### src/rtl/mult_shift_add_datapath.sv
// Register datapath of the shift-add multiplier: accumulator A, shifted
// multiplicand B, multiplier Q and iteration counter N, each steered by a 2-bit select.
module mult_shift_add_datapath #(
    parameter int WIDTH = 32
) (
    input  logic               clk,
    input  logic               reset,
    input  logic [WIDTH-1:0]   multiplicand,
    input  logic [WIDTH-1:0]   multiplier,
    input  logic [1:0]         B_sel,
    input  logic [1:0]         Q_sel,
    input  logic [1:0]         A_sel,
    input  logic [1:0]         N_sel,
    output logic [WIDTH-1:0]   Qsub0,
    output logic [WIDTH-1:0]   N,
    output logic [2*WIDTH-1:0] product,
    output logic               done
);

    localparam logic [1:0] SEL_LOAD  = 2'b00;
    localparam logic [1:0] SEL_OP    = 2'b01;
    localparam logic [1:0] SEL_HOLD  = 2'b10;
    localparam logic [1:0] SEL_CLEAR = 2'b11;

    localparam logic [WIDTH-1:0] N_LOAD = WIDTH'(WIDTH);
    localparam logic [WIDTH-1:0] N_ONE  = WIDTH'(1);

    logic [2*WIDTH-1:0] a_q, a_d;
    logic [2*WIDTH-1:0] b_q, b_d;
    logic [WIDTH-1:0]   q_q, q_d;
    logic [WIDTH-1:0]   n_q, n_d;
    logic               done_q, done_d;

    // Every next-state value is built only from pre-edge register contents,
    // so any mix of selects in one cycle is well defined.
    always_comb begin
        a_d = a_q;
        unique case (A_sel)
            SEL_LOAD:  a_d = '0;
            SEL_OP:    a_d = a_q + b_q;
            SEL_HOLD:  a_d = a_q;
            SEL_CLEAR: a_d = '0;
            default:   a_d = a_q;
        endcase
    end

    always_comb begin
        b_d = b_q;
        unique case (B_sel)
            SEL_LOAD:  b_d = {{WIDTH{1'b0}}, multiplicand};
            SEL_OP:    b_d = {b_q[2*WIDTH-2:0], 1'b0};
            SEL_HOLD:  b_d = b_q;
            SEL_CLEAR: b_d = '0;
            default:   b_d = b_q;
        endcase
    end

    always_comb begin
        q_d = q_q;
        unique case (Q_sel)
            SEL_LOAD:  q_d = multiplier;
            SEL_OP:    q_d = {1'b0, q_q[WIDTH-1:1]};
            SEL_HOLD:  q_d = q_q;
            SEL_CLEAR: q_d = '0;
            default:   q_d = q_q;
        endcase
    end

    // Decrement saturates at zero so a stray extra decrement cannot restart a count.
    always_comb begin
        n_d = n_q;
        unique case (N_sel)
            SEL_LOAD:  n_d = N_LOAD;
            SEL_OP:    n_d = (n_q == '0) ? '0 : n_q - N_ONE;
            SEL_HOLD:  n_d = n_q;
            SEL_CLEAR: n_d = '0;
            default:   n_d = n_q;
        endcase
    end

    always_comb begin
        done_d = done_q;
        unique case (N_sel)
            SEL_LOAD:  done_d = 1'b0;
            SEL_OP:    done_d = (n_q == N_ONE) ? 1'b1 : done_q;
            SEL_HOLD:  done_d = done_q;
            SEL_CLEAR: done_d = 1'b0;
            default:   done_d = done_q;
        endcase
    end

    always_ff @(posedge clk) begin
        if (reset) begin
            a_q    <= '0;
            b_q    <= '0;
            q_q    <= '0;
            n_q    <= '0;
            done_q <= 1'b0;
        end else begin
            a_q    <= a_d;
            b_q    <= b_d;
            q_q    <= q_d;
            n_q    <= n_d;
            done_q <= done_d;
        end
    end

    assign Qsub0   = q_q;
    assign N       = n_q;
    assign product = a_q;
    assign done    = done_q;

endmodule

### config.mk
export PLATFORM = sky130hd
export DESIGN_NAME = mult_shift_add_datapath
export DESIGN_NICKNAME = d
export VERILOG_FILES = /design/src/rtl/mult_shift_add_datapath.sv
export SDC_FILE = /design/constraint.sdc
export NUM_CORES = 1
export LEC_CHECK = 0
export BUFFER_PORTS_ARGS = -buffer_cell sky130_fd_sc_hd__clkbuf_2
export CORE_MARGIN = 1.5
export CORE_UTILIZATION = 51
export CTS_CLUSTER_SIZE = 14
export DETAILED_ROUTE_END_ITERATION = 8
export PLACE_DENSITY = 0.77
export SETUP_SLACK_MARGIN = 0.3
export SKIP_LAST_GASP = 1
export SLEW_MARGIN = 0
export SYNTH_ARGS = -nofsm -noshare
export SYNTH_HDL_FRONTEND = slang
export SYNTH_SLANG_ARGS = --single-unit
### constraint.sdc
create_clock -name clk -period 3 [get_ports clk]
set_input_delay 0.15 -clock clk [delete_from_list [all_inputs] [get_ports clk]]
set_output_delay 0.15 -clock clk [all_outputs]
set_load 0.02 [all_outputs]
# Yosys cells after proc, flatten, opt, wreduce, memory -nomap -nowiden
# Index checks and enable logic that the tools add are counted.
# Widths: inputs -> output; s select.
# op_classes
n_addsub	2
mul	0
div	0
magnitude_cmp	0
n_eq_ne	14
n_shift	0
n_mux	7
bitwise_logic	1
reduce_logical	8
# ops
cell	count
$pmux 32 s3	2
$pmux 64 s3	1
$pmux 64 s2	1
$add 64x64->64	1
$eq 32x1->1 const B	1
$logic_not 32->1	1
$mux 32	1
$sub 32x1->32 const B	1
$eq 2x2->1 const B	8
$eq 2x1->1 const B	4
$logic_not 2->1	4
$reduce_or 2->1	2
$ne 2x2->1 const B	1
$pmux 1 s2	1
$reduce_and 2->1	1
$mux 1	1
$not 1->1	1
# totals
register_bits	193
latchBits	0
mem_bits_rw	0
romBits	0
inputBits	74
output_inout_bits	129
word_cells	37
memories	0

# Depth between registers and ports, before layout
# Gate-level depths: netlist of the first run.
# logic_depth
word_depth	3
ltp_mapped	13

# Worst setup path after synthesis of the first run
# No wires, ideal clock.
# synth_timing
path_kind	reg2reg
startpoint	reg a_q[4], in the netlist product[4]
endpoint	reg a_q[57], in the netlist product[57]
setup_time_ns	0.121
arrival_time_ns	2.804
slack_ns	0.074
stages_incl_launch_ff	12
path_cell_list	dfxtp_1 -> ha_1 -> o211ai_1 -> nor3_1 -> o2111ai_1 -> a2111oi_1 -> o21ai_0 -> a21oi_1 -> o21bai_1 -> a21boi_0 -> mux2i_1 -> nand2_1
# synth_via
elab_chain_len	2
# synth_lines
item	line_no	text
start, declared	28	logic [2*WIDTH-1:0] a_q, a_d;
start signal, assigned	94	a_q <= '0;
start signal, assigned	100	a_q <= a_d;
$add 64x64->64	40	SEL_OP: a_d = a_q + b_q;
$pmux 64 s2	38	unique case (A_sel)
# No other way between the ends.
# A chain may end at the register's enable or synchronous reset.

# Worst setup path after layout of the first run
# layout_timing
startpoint	reg b_q[2]
endpoint	reg a_q[37], in the netlist product[37]
# layout_via
elab_chain_len	2
# layout_lines
item	line_no	text
start, declared	29	logic [2*WIDTH-1:0] b_q, b_d;
start signal, assigned	95	b_q <= '0;
start signal, assigned	101	b_q <= b_d;
$add 64x64->64	40	
$pmux 64 s2	38	
# No other way between the ends.

==> results of run 1 <==
routing by layer:
| layer | wire length (µm) | track usage (%) | part of all wire [%] | vias up |
|---|---|---|---|---|
| met5 | 0 | 0 | 0 | - |
| met4 | 772 | 10.58 | 2.5 | 0 |
| met3 | 1869 | 5.485 | 6.0 | 58 |
| met2 | 14780 | 44.04 | 47 | 327 |
| met1 | 13740 | 35.50 | 44 | 5136 |
| li1 | - | - | - | 5360 |
synthesized netlist by cell type (4+ instances only):
cell type / instances / share of area (%)
nor2_1: 266 / 9.0
clkbuf_1: 83 / 2.8
nor2b_1: 13 / 0.73
o21a_1: 5 / 0.34
nand2_1: 98 / 3.3
a31oi_1: 8 / 0.45
nand3_1: 24 / 1.1
xnor2_1: 53 / 4.2
nor4_1: 7 / 0.39
a21boi_0: 6 / 0.41
and3_1: 5 / 0.28
or3_1: 4 / 0.23
mux2i_1: 66 / 5.9
o21ai_0: 68 / 3.1
dfxtp_1: 193 / 35
a22oi_1: 60 / 4.1
nand4_1: 21 / 1.2
o31ai_1: 8 / 0.54
a211oi_1: 10 / 0.68
o21bai_1: 11 / 0.74
inv_1: 20 / 0.68
xor2_1: 32 / 2.5
a21o_1: 39 / 2.6
nor3_1: 20 / 0.90
o211ai_1: 6 / 0.41
and2_1: 6 / 0.34
buf_1: 5 / 0.17
a21oi_1: 140 / 6.3
ha_1: 69 / 7.8
logic make-up (layout without fill, tap and decap cells):
| kind of cell | after synthesis | after routing | synth area share [%] |
|---|---|---|---|
| xor+xnor | 85 | 85 | 6.697 |
| simple gates | 484 | 484 | 19.20 |
| compound gates | 389 | 389 | 21.80 |
| buf+inv | 108 | 329 | 3.647 |
| fa+ha+maj | 70 | 70 | 7.947 |
| mux | 66 | 66 | 5.943 |
| flops | 193 | 193 | 34.76 |
state kept, by name, indices dropped and copies added, names as in the netlist:
name,cells
N,32
Qsub0,32
b_q,64
done,1
product,64
per-stage QoR:
stage | setup slack [ns] | TNS (ns) | area [µm²]
after CTS | 0.1680 | 0 | 13470
after global routing | 0.07861 | 0 | 13890
final | 0.1438 | 0 | 13890
after global placement | 0.03931 | 0 | 12570
after detailed placement | -0.05666 | -0.09974 | 12570
after floorplan | 0.2988 | 0 | 11180
worst min-delay path, cell delays in order:
cell      delay [ns]
clkbuf_2        0.11
ha_1            0.12
a211oi_1        0.06
report_power, final:
group / leakage (nW) / internal, mW / total (mW) / switching, mW
Combinational: 4.37 / 0.540 / 1.25 / 0.715
Clock: 0.290 / 1.13 / 2.30 / 1.18
Sequential: 1.58 / 2.66 / 2.79 / 0.132
cell type report:
cell class / count / share of cell area, %
clock buffer: 17 / 3.062
clock inverter: 15 / 1.153
inverter: 20 / 0.5404
multi-input combinational: 1094 / 53.20
sequential: 193 / 28.11
tap: 275 / 2.477
timing repair buffer: 277 / 11.46
path summary, 6_finish.rpt:
kind	start	cells past startpoint	slack, ns	to
setup / recovery	b_q[2]	12	0.14	product[37]
hold / removal	N_sel[1]	3	0.04	done
setup reg to reg	b_q[2]	12	0.14	product[37]
hold reg to reg	product[55]	2	0.48	product[55]
timing repair:
action	CTS	global route
buffers inserted	10	18
hold endpoints to repair	1	0
pin swaps	25	46
resized for setup	56	81
hold buffers	1	0
endpoints found under the setup margin	37	45
==> results.sh, run 1 <==
export IMPL_cp_top_family="compound AO/OA/AOI/OAI gates"
export IMPL_final_common_cell="nor2_1"
export IMPL_ys_types=58
export IMPL_grt_overflow_total=0
export IMPL_cpPeakStageDelay_ns=0.37
export IMPL_wirelength_um=31160
export IMPL_drt_iter0_markers=673
export IMPL_status="finished clean"
export IMPL_startpoint_type="flop"
export IMPL_clock_skew_ns=0.01293
export IMPL_grt_pass1_vias=10143
export IMPL_die_y_um=150.6
export IMPL_min_path_type="in -> reg"
export IMPL_final_nets=1747
export IMPL_syn_inst=1395
export IMPL_rsz0062_at_grt="true"
export IMPL_syn_area_mm2=0.01112
export IMPL_cts_inserted_buffers=17
export IMPL_worst_path_buf_inv=2
export IMPL_core_mm2=0.02122
export IMPL_setup_viol=0
export IMPL_path_max_fanout=4
export IMPL_pin_count=203
export IMPL_max_slew_margin_pct=48.68
export IMPL_synth_net_count=1539
export IMPL_htreeDepth=4
export IMPL_die_area_mm2=0.02269
export IMPL_seq_area_frac_synth_pct=34.76
export IMPL_synthArstFlopShare_pct=0
export IMPL_clkTransAtPathRegs_ns=0.08
export IMPL_clkLatencyLatePin_ns=0.44
export IMPL_clock_path_buffers=2
export IMPL_p_leak_nw=6.232
export IMPL_period_needed_ns=2.856
export IMPL_die_w_um=150.6
export IMPL_grt_max_degree=53
export IMPL_final_core_util_pct=65.47
export IMPL_ys_flop_type="dfxtp_1"
export IMPL_dp_cells=1830
export IMPL_cts_root_buf="clkbuf_16"
export IMPL_multi_input_area_mm2=0.007391
export IMPL_cp_arrival_ns=3.18
export IMPL_portBuffers=202
export IMPL_power_mw=6.353
export IMPL_fillCellCount=1828
export IMPL_drc=0
export IMPL_ir_worst_vdd_v=0.0004679
export IMPL_grt_pass1_wl_um=49900
export IMPL_rows=53
export IMPL_yosys_warnings=0
export IMPL_globalRouteTotalUtil_pct=27.18
export IMPL_tightest_slew_ns=0.7681
export IMPL_final_period_utilization_pct=95.21
export IMPL_tritoncts="yes"
export IMPL_syn_to_final_growth_pct=24.98
export IMPL_cp_slowest_cell="dfxtp_4"
export IMPL_cts_sink_count=193
export IMPL_ant_nets=0
export IMPL_antenna_found_initial=0
export IMPL_hpwl_um=22060
export IMPL_mostFrequentLayoutCells="nor2_1, clkbuf_2, dfxtp_1"
export IMPL_cp_cell_sequence="ha_4, o211ai_1, nor3_4, buf_4, o21ai_0, nand2_1, a311oi_2, o211ai_1, a31oi_2, buf_4, xor2_1, o21ai_0"
export IMPL_place_congestion=0.9357
export IMPL_first_pass_iters=5
export IMPL_synth_edf_count=0
export IMPL_worstPathRequired_ns=3.32
export IMPL_stdcell_count=1891
export IMPL_initial_core_util_pct=52.38
export IMPL_layout_drive_gt1_share_pct=26.79
export IMPL_wl_per_cell_um=16.48
export IMPL_path_class="reg -> reg"
export IMPL_ys_ff_latch=193
export IMPL_finalMaxSlewViolations=0
export IMPL_avgSynthCellArea_um2=7.968
export IMPL_cap_violations=0
export IMPL_max_freq_mhz=350.1
export IMPL_regArea_mm2=0.003905
export IMPL_antenna_cells=0
export IMPL_hold_viol_final=0
export IMPL_vias_per_cell=5.754
export IMPL_endpoint_kind="flop"
export IMPL_via_count=10881
export IMPL_power_density_mw_per_mm2=457.3
export IMPL_whs_ns=0.03610
Note: power is estimated with default switching activity, not from simulation.
==> inputs of run 2 (changes only) <==
--- a/config.mk
+++ b/config.mk
@@ -10,7 +10,7 @@
 export CORE_UTILIZATION = 51
 export CTS_CLUSTER_SIZE = 14
 export DETAILED_ROUTE_END_ITERATION = 8
-export PLACE_DENSITY = 0.77
+export PLACE_DENSITY_LB_ADDON = 0.1
 export SETUP_SLACK_MARGIN = 0.3
 export SKIP_LAST_GASP = 1
 export SLEW_MARGIN = 0
==> run 2 against run 1 <==
Effect of this change: flip-flop and latch count unchanged; register-to-register slack about the same; cell count about the same; first-iteration DRC count decreased by 1.5%.
==> results.sh, run 2 (synthesized netlist as in run 1, its figures left out) <==
export IMPL_period_needed_ns=2.842
export IMPL_clock_skew_ns=0.01684
export IMPL_cts_inserted_buffers=17
export IMPL_cpPeakStageDelay_ns=0.36
export IMPL_final_nets=1748
export IMPL_finalMaxSlewViolations=0
export IMPL_htreeDepth=4
export IMPL_wl_per_cell_um=16.25
export IMPL_final_period_utilization_pct=94.73
export IMPL_clkLatencyLatePin_ns=0.44
export IMPL_grt_overflow_total=0
export IMPL_met2_usage_pct=45.39
export IMPL_antenna_cells=0
export IMPL_via_count=10794
export IMPL_path_class="reg -> reg"
export IMPL_cap_violations=0
export IMPL_setup_viol=0
export IMPL_cp_arrival_ns=3.20
export IMPL_hpwl_um=22150
export IMPL_drt_iter0_markers=663
export IMPL_p_leak_nw=6.331
export IMPL_place_congestion=0.9124
export IMPL_vias_per_cell=5.705
export IMPL_layout_drive_gt1_share_pct=26.41
export IMPL_antenna_found_initial=0
export IMPL_endpoint_kind="flop"
export IMPL_die_area_mm2=0.02269
export IMPL_rsz0062_at_grt="true"
export IMPL_clkTransAtPathRegs_ns=0.08
export IMPL_final_common_cell="nor2_1"
export IMPL_cts_sink_count=193
export IMPL_power_density_mw_per_mm2=464.6
export IMPL_die_w_um=150.6
export IMPL_grt_pass1_wl_um=48830
export IMPL_tritoncts="yes"
export IMPL_status="finished clean"
export IMPL_core_mm2=0.02122
export IMPL_max_slew_margin_pct=47.75
export IMPL_cts_root_buf="clkbuf_16"
export IMPL_pin_count=203
export IMPL_syn_to_final_growth_pct=25.02
export IMPL_startpoint_type="flop"
export IMPL_fillCellCount=1881
export IMPL_worstPathRequired_ns=3.36
export IMPL_cp_slowest_cell="dfxtp_2"
export IMPL_ant_nets=0
export IMPL_initial_core_util_pct=52.38
export IMPL_grt_max_degree=64
export IMPL_rows=53
export IMPL_grt_pass1_vias=9889
export IMPL_ir_worst_vdd_v=0.0003727
export IMPL_die_y_um=150.6
export IMPL_mostFrequentLayoutCells="nor2_1, clkbuf_2, dfxtp_1"
export IMPL_grt_busiest_layer="met2"
export IMPL_min_path_type="in -> reg"
export IMPL_globalRouteTotalUtil_pct=26.54
export IMPL_hold_viol_final=0
export IMPL_worst_path_buf_inv=1
export IMPL_cp_top_family="compound AO/OA/AOI/OAI gates"
export IMPL_gr_usage_met1_pct=35.03
export IMPL_drc=0
export IMPL_tightest_slew_ns=0.7838
export IMPL_whs_ns=0.01455
export IMPL_grtUsageMet3_pct=4.242
export IMPL_path_max_fanout=5
export IMPL_cp_cell_sequence="ha_2, a21oi_2, o21bai_4, a311oi_4, a2111oi_2, buf_4, o211ai_1, a31oi_1, o31ai_1, xor2_1, a21oi_1, o22ai_1"
export IMPL_final_core_util_pct=65.49
export IMPL_portBuffers=202
export IMPL_max_freq_mhz=351.9
export IMPL_clock_path_buffers=2
export IMPL_first_pass_iters=7
export IMPL_wirelength_um=30750
## run 2: changes by cell type in the layout (fill, tap and decap cells not counted), moves of 3 or more
cell	before	now
a21oi_2	15	11
a21oi_4	0	3
clkinv_8	2	5
dfxtp_2	15	18
dfxtp_4	6	2
ha_1	50	54
ha_4	11	8
o21ai_0	50	54
o21ai_2	11	7
## run 2: final cells by class
cell class | instances | area (µm²) | share of cell area (%)
multi-input combinational | 1094 | 7372 | 53.05
sequential | 193 | 3894 | 28.02
timing repair buffer | 278 | 1587 | 11.42
clock buffer | 18 | 439.2 | 3.160
tap | 275 | 344.1 | 2.476
clock inverter | 14 | 186.4 | 1.341
inverter | 20 | 75.07 | 0.5402
## run 2: repair_timing
action	4_1_cts	5_1_grt
pin swaps	34	27
buffers inserted	14	9
hold endpoints to repair	1	0
gates resized for setup	65	59
hold buffers	1	0
setup endpoints to repair	38	66
## run 2: per-layer routing
| metal | vias up | wire [µm] | part of all wire (%) |
|---|---|---|---|
| li1 | 5368 | - | - |
| met1 | 5107 | 14020 | 46 |
| met2 | 297 | 14780 | 48 |
| met3 | 22 | 1617 | 5.3 |
| met4 | 0 | 328 | 1.1 |
| met5 | - | 0 | 0 |
## run 2: final timing paths
| check | from | slack (ns) | to | cells past startpoint |
|---|---|---|---|---|
| worst min-delay path | multiplicand[0] | 0.01 | b_q[0] | 3 |
| worst min register to register | product[59] | 0.48 | product[59] | 2 |
| worst max register to register | b_q[8] | 0.16 | product[63] | 12 |
| worst max-delay path | b_q[8] | 0.16 | product[63] | 12 |
## run 2: metrics by stage
step / setup WS [ns] / std cells / setup TNS, ns / cell area, µm² / total power, mW
floorplan: 0.2988 / 1395 / 0 / 11180 / 3.695
global placement: 0.06938 / 1836 / 0 / 12610 / 4.037
detailed placement: -0.1068 / 1836 / -0.1267 / 12610 / 4.054
CTS: 0.1750 / 1883 / 0 / 13610 / 6.459
global route: 0.03313 / 1892 / 0 / 13900 / 6.756
finish: 0.1582 / 1892 / 0 / 13900 / 6.456
## run 2: tightest hold or removal path, cell delays in order
cell      delay (ns)
clkbuf_2        0.08
mux2i_1         0.06
nor3_1          0.12
## run 2: report_power, final
part | internal, mW | switching [mW] | total, mW
logic | 0.551 | 0.723 | 1.27
clock network | 1.23 | 1.16 | 2.39
registers | 2.67 | 0.129 | 2.80
